## config.mk

```make
export PLATFORM = sky130hd
export DESIGN_NAME = pipeline_ctrl
export DESIGN_NICKNAME = d
export VERILOG_FILES = /design/src/rtl/pipeline_ctrl.sv
export SDC_FILE = /design/constraint.sdc
export NUM_CORES = 1
export LEC_CHECK = 0
export ABC_AREA = 1
export CAP_MARGIN = 5
export CELL_PAD_IN_SITES_DETAIL_PLACEMENT = 0
export CELL_PAD_IN_SITES_GLOBAL_PLACEMENT = 1
export CORE_MARGIN = 5
export CORE_UTILIZATION = 36
export DETAILED_ROUTE_END_ITERATION = 16
export MAX_ROUTING_LAYER = met4
export PLACE_DENSITY_LB_ADDON = 0.1
export SYNTH_ARGS = -nofsm -noshare
export SYNTH_HDL_FRONTEND = slang
export SYNTH_SLANG_ARGS = --single-unit
export TNS_END_PERCENT = 30
```

## constraint.sdc

```tcl
create_clock -name CLK -period 2.1 [get_ports CLK]
set_input_delay 0.42 -clock CLK [delete_from_list [all_inputs] [get_ports CLK]]
set_output_delay 0.42 -clock CLK [all_outputs]
set_load 0.01 [all_outputs]
```

## src/rtl/pipeline_ctrl.sv

```systemverilog
// -----------------------------------------------------------------------------
// pipeline_ctrl
//   Stage-control sequencer for the 5-stage MIPS pipeline. It decides, every
//   cycle, which pipeline latches load and which load a bubble. The decision
//   is based on load-use stalls, branch redirects, instruction/data cache
//   completion and HALT. It also keeps saturating stall/redirect counters.
//
// Ports
//   CLK         system clock, rising edge
//   nRST        asynchronous active-low reset
//   ihit        instruction fetch completes this cycle
//   dhit        data access in MEM completes this cycle
//   mem_ren     MEM-stage instruction is a load
//   mem_wen     MEM-stage instruction is a store
//   lu_stall    load-use hazard request (ID depends on load in EX)
//   br_taken    branch/jump redirect resolved in EX this cycle
//   halt        HALT instruction has reached MEM/WB
//   pc_en       PC load enable
//   ifid_en     IF/ID enable        ifid_flush  bubble into IF/ID
//   idex_en     ID/EX enable        idex_flush  bubble into ID/EX
//   exmem_en    EX/MEM enable       memwb_en    MEM/WB enable
//   halted      registered, pipeline permanently stopped
//   stall_cnt   saturating count of cycles with pc_en=0 (outside HALT)
//   flush_cnt   saturating count of accepted redirects
// -----------------------------------------------------------------------------
module pipeline_ctrl #(
  parameter int CNT_W = 16
) (
  input  logic             CLK,
  input  logic             nRST,
  input  logic             ihit,
  input  logic             dhit,
  input  logic             mem_ren,
  input  logic             mem_wen,
  input  logic             lu_stall,
  input  logic             br_taken,
  input  logic             halt,
  output logic             pc_en,
  output logic             ifid_en,
  output logic             ifid_flush,
  output logic             idex_en,
  output logic             idex_flush,
  output logic             exmem_en,
  output logic             memwb_en,
  output logic             halted,
  output logic [CNT_W-1:0] stall_cnt,
  output logic [CNT_W-1:0] flush_cnt
);

  typedef enum logic [1:0] {
    RUN   = 2'd0,
    DWAIT = 2'd1,
    HALT  = 2'd2
  } state_t;

  localparam logic [CNT_W-1:0] CNT_ONE = CNT_W'(1);
  localparam logic [CNT_W-1:0] CNT_MAX = '1;

  // Control vector order: {pc_en, ifid_en, ifid_flush, idex_en, idex_flush,
  //                        exmem_en, memwb_en}
  localparam logic [6:0] CTRL_NONE   = 7'b000_0000;
  localparam logic [6:0] CTRL_BRANCH = 7'b111_1111;
  localparam logic [6:0] CTRL_LUSE   = 7'b000_1111;
  localparam logic [6:0] CTRL_IMISS  = 7'b011_1011;
  localparam logic [6:0] CTRL_FLOW   = 7'b110_1011;

  state_t     stateReg;
  state_t     stateNext;
  logic       memBusy;
  logic [6:0] ctrlRaw;
  logic       brAccept;
  logic       stallEvent;

  assign memBusy = (mem_ren | mem_wen) & ~dhit;

  // Decode used whenever the MEM stage is free to advance (RUN without a
  // pending memory wait, or the completing cycle of DWAIT).
  function automatic logic [6:0] advanceCtrl(input logic brT, input logic luS,
                                             input logic ih);
    if (brT)       return CTRL_BRANCH;  // redirect squashes the stalled consumer
    else if (luS)  return CTRL_LUSE;
    else if (!ih)  return CTRL_IMISS;
    else           return CTRL_FLOW;
  endfunction

  always_comb begin
    stateNext = stateReg;
    ctrlRaw   = CTRL_NONE;
    brAccept  = 1'b0;
    case (stateReg)
      RUN: begin
        // A busy memory op must finish before HALT is honoured.
        if (halt && !memBusy) begin
          stateNext = HALT;
        end else if (memBusy) begin
          stateNext = DWAIT;
        end else begin
          ctrlRaw  = advanceCtrl(br_taken, lu_stall, ihit);
          brAccept = br_taken;
        end
      end
      DWAIT: begin
        if (dhit) begin
          stateNext = RUN;
          ctrlRaw   = advanceCtrl(br_taken, lu_stall, ihit);
          brAccept  = br_taken;
        end
      end
      HALT: begin
        stateNext = HALT;
      end
      default: begin
        stateNext = RUN;
      end
    endcase
  end

  // Outputs are gated by nRST so they drop immediately while reset is held.
  assign {pc_en, ifid_en, ifid_flush, idex_en, idex_flush, exmem_en, memwb_en} =
         ctrlRaw & {7{nRST}};

  assign stallEvent = ~ctrlRaw[6] & (stateReg != HALT);

  always_ff @(posedge CLK or negedge nRST) begin
    if (!nRST) begin
      stateReg  <= RUN;
      halted    <= 1'b0;
      stall_cnt <= '0;
      flush_cnt <= '0;
    end else begin
      stateReg <= stateNext;
      halted   <= (stateNext == HALT);
      if (stallEvent && (stall_cnt != CNT_MAX)) begin
        stall_cnt <= stall_cnt + CNT_ONE;
      end
      if (brAccept && (flush_cnt != CNT_MAX)) begin
        flush_cnt <= flush_cnt + CNT_ONE;
      end
    end
  end

endmodule

```

==> summary.md, run 1 <==
| Metric | Value |
|---|---|
| Status | `completed` |
| First-pass GRT wire length | `9.860 mm` |
| Worst-margin pin slew | `465.6 ps` |
| Cell type with the largest total area after synthesis | `dfrtp_1` |
| Core Region | `6241 um2` |
| Syn_area_per_cell | `just under 7 um2` |
| Layout area overhead | `30.77%` |
| P_leak | `1.402 nW` |
| # Post-CTS Setup Buffers | `0` |
| Worst VDD drop | `0.5059 mV` |
| Largest net degree at the start of global routing | `21` |
| Finished Cell Area | `2978 um2` |
| Worst endpoint required time | `~1700 ps` |
| Antenna violations before repair | `0` |
| Setup Skew | `approximately 14 ps` |
| DR DRC count | `0` |
| Post-synth net total | `~340` |
| Commonest non-fill, non-tap cell in the layout | `nand2_1` |
| Unrepaired setup endpoints after global routing | `yes` |
| Met2 WL | `2.702 mm` |
| Final GP Congestion | `0.8239` |
| Critical Path Start Type | `input pin` |
| Synth top area cells | `dfrtp_1 38%, nand2_1 23%, nor2_1 6.3%, inv_1 4.9%, xor2_1 4.6%` |
| Fin crit period | `1983 ps` |
| FP Rows | `29` |
| Final Max Tran Viols | `0` |
| IO Pins | `49` |
| Maxcap violations | `0` |
| Setup TNS | `0 ps` |
| Post-synth cell types | `24` |
| Num CTS Buffers | `5` |
| Die Area | `about 8000 um2` |
| Placed instance area | `2879 um2` |
| Power per Cell Area | `896.2 nW/um2` |
| Via count | `2132` |
| Post-synth top area share | `38.46%` |
| Met3 Wirelength | `~240 um` |
| CTS tree | `yes` |
| Clk sinks | `35` |
| Highest routed layer | `met4` |
| Largest buffer count on any clock path | `2` |
| Grt ovf | `0` |
| DP Wirelength | `4.335 mm` |
| DR iter-0 viols | `69` |
| Port bufs | `48` |
| Hold Vio Cnt, Final | `0` |
| Die Ht | `~90 um` |
| Clk Latency, worst-skew pair | `290 ps` |
| Seq cells post-synth | `35` |
| Maximum clock frequency | `0.5044 GHz` |
| Die W | `about 90 um` |
| Vias per cell | `4.595` |
| Most frequent cells in the layout | `141 x nand2_1, 40 x clkdlybuf4s50_1, 35 x nor2_1, 35 x dfrtp_1, 30 x inv_1` |
| Antenna cells | `0` |
| Final nets | `397` |
| Per-cell routed wire length | `12.41 um` |
| Period utilization | `94.40%` |
| Mapped Area | `2277 um2` |
| H-tree depth | `2` |
| YS warnings | `0` |
| Layout cell share with drive strength beyond 1 | `about an eighth` |
| Register area share after synthesis | `38.46%` |
| Critical path fanouts, max | `3` |
| Clk root buf | `clkbuf_8` |
| CTS clock-pin slew for the worst setup and hold paths | `80 ps` |
| Drt first pass iters | `4` |
| Worst hold path type | `input pin to async pin` |
| CP Class | `input pin to primary output` |
| M1 WL | `2.722 mm` |
| Max_slew headroom | `between 60% and 70%` |
| Count of final setup violators | `0` |
| Initial core utilization | `36.49%` |
| Tot GR Track Use | `16.33%` |
| Crit path DAT | `1560 ps` |
| Cell count after synthesis | `between 300 and 400` |
| Routed WL | `5.759 mm` |
| CP endpoint kind | `primary output` |
| Antenna-violating nets left | `0` |
| Number of global-route vias before repair | `roughly 2100` |
-- synth_stat cells, drive strengths merged --
cell / number
o21ai: 15
dfrtp: 35
nand3: 17
xor2: 12
a21oi: 2
o21a: 1
nand4: 14
ha: 2
inv: 32
xnor2: 3
nor2: 42
buf: 6
nand2: 146
-- through the flow --
stage          util [%]  instances  setup WS, ps  hold slack (ps)  total power, mW
2_1_floorplan         -        327         455.7            124.4            1.580
3_3_place_gp      46.13        456        -308.6            470.3            2.057
3_5_place_dp      46.13        456        -331.3            466.6            2.073
4_1_cts           47.79        464        -56.69            141.5            2.713
5_1_grt           47.71        464         1.384            163.2            2.872
6_report          47.71        464         117.5            142.6            2.669
-- routing by layer --
| metal | vias up | track usage [%] |
|---|---|---|
| li1 | 1132 | - |
| met5 | - | - |
| met4 | 0 | 5.007 |
| met1 | 943 | 20.76 |
| met2 | 46 | 26.12 |
| met3 | 11 | 3.318 |
-- report_power, final --
group | total [mW] | internal, mW | switching, mW
combinational | 0.989 | 0.490 | 0.499
sequential | 1.06 | 0.829 | 0.227
clock | 0.623 | 0.354 | 0.269
total | 2.67 | 1.67 | 0.995
-- kinds of logic after synthesis --
group,count (synthesis),share of synthesized area [%]
compound gates,18,5.549
xor+xnor,15,5.769
fa+ha+maj,2,1.099
buf+inv,38,7.802
flops,35,38.46
simple gates,219,41.32
-- area by class of cell --
cell class,instances,area (um2)
timing repair buffer,58,536.8
multi-input combinational,254,1236
clock buffer,5,68.82
sequential,35,875.8
clock inverter,3,43.79
fill,684,3263
inverter,32,120.1
tap,77,96.34
-- critical path, cell delays in order --
cell	delay, ps
clkdlybuf4s50_1	410
nor2_2	120
nand2_1	70
nand2_2	70
nand3_2	80
a21oi_1	110
dlygate4sd2_1	280
-- worst paths after layout --
| path | startpoint | cells past startpoint | slack (ps) | to |
|---|---|---|---|---|
| setup reg to reg | flush_cnt[0] | 9 | 320 | flush_cnt[7] |
| max in group asynchronous | nRST | 2 | 1700 | stall_cnt[11] |
| hold reg to reg | stateReg[1] | 1 | 510 | stateReg[0] |
| hold / removal | nRST | 2 | 140 | stall_cnt[0] |
| min in group CLK | stateReg[1] | 1 | 510 | stateReg[0] |
| setup / recovery | mem_wen | 7 | 120 | idex_flush |
-- registers in the layout, summed over array words and instances (netlist names) --
name       flops
flush_cnt     16
halted         1
stall_cnt     16
stateReg       2
-- timing repair --
action	in CTS	in global routing
pin swaps	0	1
resized for setup	7	15
hold endpoints to repair	0	0
hold buffers	0	0
endpoints found under the setup margin	7	18
No activity file was read; power rests on OpenSTA's default activity.
==> run 2, diff against run 1 <==
--- a/config.mk
+++ b/config.mk
@@ -10,7 +10,7 @@
 export CELL_PAD_IN_SITES_DETAIL_PLACEMENT = 0
 export CELL_PAD_IN_SITES_GLOBAL_PLACEMENT = 1
 export CORE_MARGIN = 5
-export CORE_UTILIZATION = 36
+export CORE_UTILIZATION = 39
 export DETAILED_ROUTE_END_ITERATION = 16
 export MAX_ROUTING_LAYER = met4
 export PLACE_DENSITY_LB_ADDON = 0.1
==> constraint.sdc (replaced) <==
create_clock -name CLK -period 2.3 [get_ports CLK]
set_input_delay 0.46 -clock CLK [delete_from_list [all_inputs] [get_ports CLK]]
set_output_delay 0.46 -clock CLK [all_outputs]
set_load 0.01 [all_outputs]
==> run 2 against run 1 <==
- sequential power decreased by 9%
- global-route usage rose by 0.14 points
- total power shrank 14%
- sequential share of layout area increased by 0.27 points
- sequential cell count unchanged
- die area down 6.9%
- critical path depth is 1 higher
- final cell count is 1.1% lower
- cell area shrank 0.92%
- register-to-register slack improved by 160 ps
- hold slack better by 170 ps
- worst setup slack improved by 21 ps
==> summary.md, run 2 (same netlist as run 1, synthesis figures left out) <==
| Metric | Value |
|---|---|
| Status | `completed` |
| DP Wirelength | `4.253 mm (-1.9%)` |
| Commonest non-fill, non-tap cell in the layout | `nand2_1` |
| Fin crit period | `2162 ps` |
| Grt ovf | `0 (unchanged)` |
| Count of final setup violators | `0 (unchanged)` |
| CTS clock-pin slew for the worst setup and hold paths | `60 ps (-20 ps)` |
| Place WS | `-204.9 ps (+126.4 ps)` |
| Largest buffer count on any clock path | `2 (unchanged)` |
| Num CTS Buffers | `5 (unchanged)` |
| Worst path depth | `8 (+1)` |
| CP endpoint kind | `primary output` |
| # Post-CTS Setup Buffers | `0 (unchanged)` |
| FF-to-FF Start | `flush_cnt[0]` |
| Hold Vio Cnt, Final | `0 (unchanged)` |
| Maxcap violations | `0 (unchanged)` |
| DR DRC count | `0 (unchanged)` |
| Clk root buf | `clkbuf_8` |
| Core Region | `5574 um2 (-11%)` |
| Clk sinks | `35 (unchanged)` |
| Tot GR Track Use | `16.47% (+0.14 points)` |
| Pwr Total | `2.283 mW (-14%)` |
| Slowest cell on crit path | `clkdlybuf4s50_1` |
| CTS tree | `yes` |
| P_leak | `1.407 nW (+0.35%)` |
| Most frequent cells in the layout | `141 x nand2_1, 40 x clkdlybuf4s50_1, 36 x nor2_1` |
| Antenna cells | `0 (unchanged)` |
| Worst endpoint required time | `1840 ps (+160 ps)` |
| Largest net degree at the start of global routing | `36 (+71%)` |
| Drt first pass iters | `4 (unchanged)` |
| Unrepaired setup endpoints after global routing | `no` |
| Die Area | `7467 um2 (-6.9%)` |
| FP Rows | `27 (-6.9%)` |
| Largest stage delay, worst path | `390 ps (-20 ps)` |
| Setup Skew | `5.578 ps (-8.536 ps)` |
| Clk Latency, worst-skew pair | `280 ps (about the same)` |
| Finished Cell Area | `2950 um2 (-0.92%)` |
| R2r setup slk | `480 ps (+160 ps)` |
| IO Pins | `49 (unchanged)` |
| Crit path cell chain | `clkdlybuf4s50_1 > nor2_1 > nand2_1 > nand2_2 > nand3_2 > buf_4 > inv_1 > dlygate4sd2_1` |
| Hold buffers post-CTS | `0 (unchanged)` |
| Final Max Tran Viols | `0 (unchanged)` |
| Vias per cell | `4.778 (+4.0%)` |
| Period utilization | `between 90% and 100%` |
| Via count | `2193 (+2.9%)` |
| Setup TNS | `0 ps (unchanged)` |
| Power per Cell Area | `773.7 nW/um2 (-14%)` |
| Critical path fanouts, max | `3 (unchanged)` |
| Antenna-violating nets left | `0 (unchanged)` |
| Crit path DAT | `1700 ps (+140 ps)` |
| Critical Path Start Type | `input pin` |
| Worst hold path type | `input pin to async pin` |
| Core Util, Final | `52.93% (+5.2 points)` |
| Placed instance area | `2875 um2 (-0.13%)` |
| Reg-to-Reg End | `flush_cnt[8]` |
| Die Ht | `86.41 um (-3.5%)` |
| Number of global-route vias before repair | `2037 (-4.1%)` |
| Antenna violations before repair | `0 (unchanged)` |
| Maximum clock frequency | `0.4626 GHz` |
| Max_slew headroom | `66.24% (-2.7 points)` |
| FF-to-FF path depth | `9 (unchanged)` |
| Regs by FF count | `flush_cnt x16, stall_cnt x16, stateReg x2` |
| Worst path bufs/invs | `4 (+2)` |
| First-pass GRT wire length | `9.660 mm (-2.0%)` |
| DR iter-0 viols | `111 (+61%)` |
| Port bufs | `48 (unchanged)` |
| Routed WL | `5.600 mm (-2.8%)` |
| H-tree depth | `2 (unchanged)` |
| CP Class | `input pin to primary output` |
| Worst-margin pin slew | `505.8 ps (+40.25 ps)` |
| Die W | `86.41 um (-3.5%)` |
| Layout cell share with drive strength beyond 1 | `11.11% (-1.8 points)` |
| Final setup margin | `138.3 ps (+20.85 ps)` |
| Layout area overhead | `29.56%` |
| Per-cell routed wire length | `12.20 um (-1.7%)` |
| Final nets | `399 (+0.50%)` |
| Crit path max-delay family | `buffers and inverters` |
| Final GP Congestion | `0.7903 (-4.1%)` |
| Worst VDD drop | `0.4812 mV (-4.9%)` |
| Initial core utilization | `40.85% (+4.4 points)` |
[run 2: per-stage QoR]
stage / hold slack (ps) / cells
final: 316.3 / 459
after global routing: 370.8 / 459
after CTS: 327.7 / 459
after detailed placement: 483.9 / 453
after global placement: 486.9 / 453
after floorplan: 164.4 / 327
[run 2: power breakdown]
part / total, mW / leakage [nW] / switching [mW] / internal, mW
registers: 0.963 / 0.455 / 0.205 / 0.758
logic: 0.908 / 0.915 / 0.460 / 0.448
clock network: 0.412 / 0.0371 / 0.210 / 0.202
[run 2: per-layer routing]
metal	up-vias	global-route usage, %	wire, um
met5	-	-	0
met4	0	4.249	30
met3	2	2.376	262
met2	46	24.48	2495
met1	1005	23.45	2811
li1	1140	-	-
[run 2: cell type report]
cell class / count / area, um2
clock buffer: 6 / 72.57
inverter: 32 / 120.1
timing repair buffer: 60 / 558.0
multi-input combinational: 254 / 1234
sequential: 35 / 875.8
tap: 72 / 90.09
fill: 610 / 2624
[run 2: worst max path at each step]
stage,from,to
2_1_floorplan,mem_wen,ifid_flush
3_3_place_gp,mem_wen,ifid_flush
3_5_place_dp,mem_wen,ifid_flush
4_1_cts,mem_wen,ifid_flush
5_1_grt,mem_wen,exmem_en
6_report,mem_wen,exmem_en
[run 2: what timing repair did]
action / 4_1_cts / 5_1_grt
gates resized for setup: 7 / 4
cloned: 0 / 0
pin swaps: 1 / 1
setup endpoints to repair: 7 / 9
==> edit: new RTL, flow settings as in run 2 <==
Encoding of `state_t`: now one-hot (3 bits for 3 states).
--- a/src/rtl/pipeline_ctrl.sv
+++ b/src/rtl/pipeline_ctrl.sv
@@ -47,10 +47,10 @@
   output logic [CNT_W-1:0] flush_cnt
 );
 
-  typedef enum logic [1:0] {
-    RUN   = 2'd0,
-    DWAIT = 2'd1,
-    HALT  = 2'd2
+  typedef enum logic [2:0] {
+    RUN   = 3'b001,
+    DWAIT = 3'b010,
+    HALT  = 3'b100
   } state_t;
 
   localparam logic [CNT_W-1:0] CNT_ONE = CNT_W'(1);
Function: same outputs for any inputs over 10 cycles, from zero or initial values and one cycle with nRST low; not proved beyond that.
==> edit against run 2 <==
  * Synthesized cell count down 3.1%
  * Total power down 0.42%
  * Core utilization up 0.49 points
  * Final area up 0.93%
  * Routed wire length up 2.5%
  * Setup slack worse by 0.13 ns
  * Area after synthesis down 0.77%
  * Sequential cell count up 1
  * Critical path depth down 1
  * Register-to-register slack better by 0.14 ns
  * Via count down 1.3%
  * Critical path type unchanged
  * Largest cell class unchanged
  * Largest power group unchanged
==> edit: results (changes against run 2) <==
fillers: 583  # -4.4%
peakVddDrop_mv: 0.487  # +1.2%
inverters_excl_clock: 31  # -3.1%
pre_cts_ws_ns: -0.359  # -0.154 ns
synth_nets: 328  # -3.0%
met3_usage_pct: 3.46  # +1.1 points
slowest_delay_ns: 0.42  # +0.03 ns
first_iter_violations: 72  # -35%
netlist_top_cells_count: "nand2_1, dfrtp_1, nor2_1"
n_all_buffers: 65  # +8.3%
synth_area_leaders: "dfrtp_1, nand2_1, nor2_1, inv_1, nand3_1"
r2r_end: "stall_cnt[1]$_DFFE_PN0P_"
reg_top3: "flush_cnt (16), stall_cnt (16), stateReg (3)"
cp_max_fo: 3  # unchanged
reg2reg_depth: 7  # -2
buffer_area_share_pct: 19.5  # +0.58 points
comb-power_mw: 0.883  # -2.8%
placed_area_um2: 2870  # -0.35%
ys_seq_area_share_pct: 39.9  # +1.5 points
clkTransAtPathRegs_ns: 0.08  # +0.02 ns
cts.sinks: 36  # +2.9%
synth-compound-area-share_pct: 2.10  # -3.4 points
via_count: 2164  # -1.3%
grt_max_degree: 26  # -28%
grt_pass1_vias: 2105  # +3.3%
fin_skew_ns: 0.00688  # +0.00130 ns
multiInputGateArea_um2: 1190  # -3.7%
synthXorXnorAreaFrac_pct: 8.53  # +2.8 points
clockPowerShare_pct: 22.3  # +4.3 points
fin_nets: 391  # -2.0%
wire_per_inst_um: 12.7  # +3.9%
status: "finished clean"
drive_gt1_share_pct: 10.2  # -0.87 points
grt_pass1_wl_mm: 10.0  # +3.9%
grt_usage_pct: 17.5  # +0.99 points
use_met1_pct: 22.3  # -1.2 points
wl_met1_mm: 2.80  # -0.32%
synth-adder-area-share_pct: 1.11  # +0.0085 points
crit_path_end: "memwb_en"
ys_types: 27  # +13%
final-clk-cell-share_pct: 3.36  # +0.90 points
seq_share_pct: 30.3  # +0.61 points
p_sw_share_pct: 36.6  # -1.7 points
met3_wirelength_um: 191  # -27%
worstReg2RegStart: "stall_cnt[0]$_DFFE_PN0P_"
power.density_nw_per_um2: 763  # -1.3%
use_met2_pct: 28.0  # +3.5 points
multi_input_cells: 241  # -5.1%
r2r_setup_slack_ns: 0.62  # +0.14 ns
wl_met2_mm: 2.67  # +7.1%
place_hpwl_mm: 4.32  # +1.7%
leakage_nw: 1.45  # +3.0%
n_clock_buffer: 8  # +2
worstPathArrival_ns: 1.83  # +0.13 ns
place.gp.congestion: 0.821  # +3.9%
fin_crit_sh_pct: 99.7  # +5.7 points
tightest_slew_ns: 0.390  # -0.115 ns
edit: kinds of logic after synthesis:
group                    Yosys count
XOR/XNOR                          22
AND/OR/NAND/NOR                  209
AO/OA/AOI/OAI                      8
buffers and inverters             40
adder cells (fa/ha/maj)            2
flip-flops                        36
edit: worst max-delay path: cells and delay by family:
kind	cells	cell delay, ns
and+or+nand+nor	3	0.37
AOI/OAI and AO/OA	1	0.21
buffers and inverters	3	0.79
edit: stage by stage:
stage | utilization, % | hold WS (ns) | setup TNS, ns | instances
floorplan | - | 0.164 | 0 | 317
global placement | 51.4 | 0.469 | -1.74 | 443
detailed placement | 51.4 | 0.470 | -1.86 | 443
CTS | 53.4 | 0.153 | -0.0323 | 453
global route | 53.4 | 0.190 | -0.357 | 453
finish | 53.4 | 0.189 | 0 | 453
edit: what timing repair did:
item / in CTS / in global routing
endpoints found under the setup margin: 7 / 7
pin swaps: 2 / 5
buffers inserted: 2 / 0
resized for setup: 11 / 13
cloned: 0 / 0
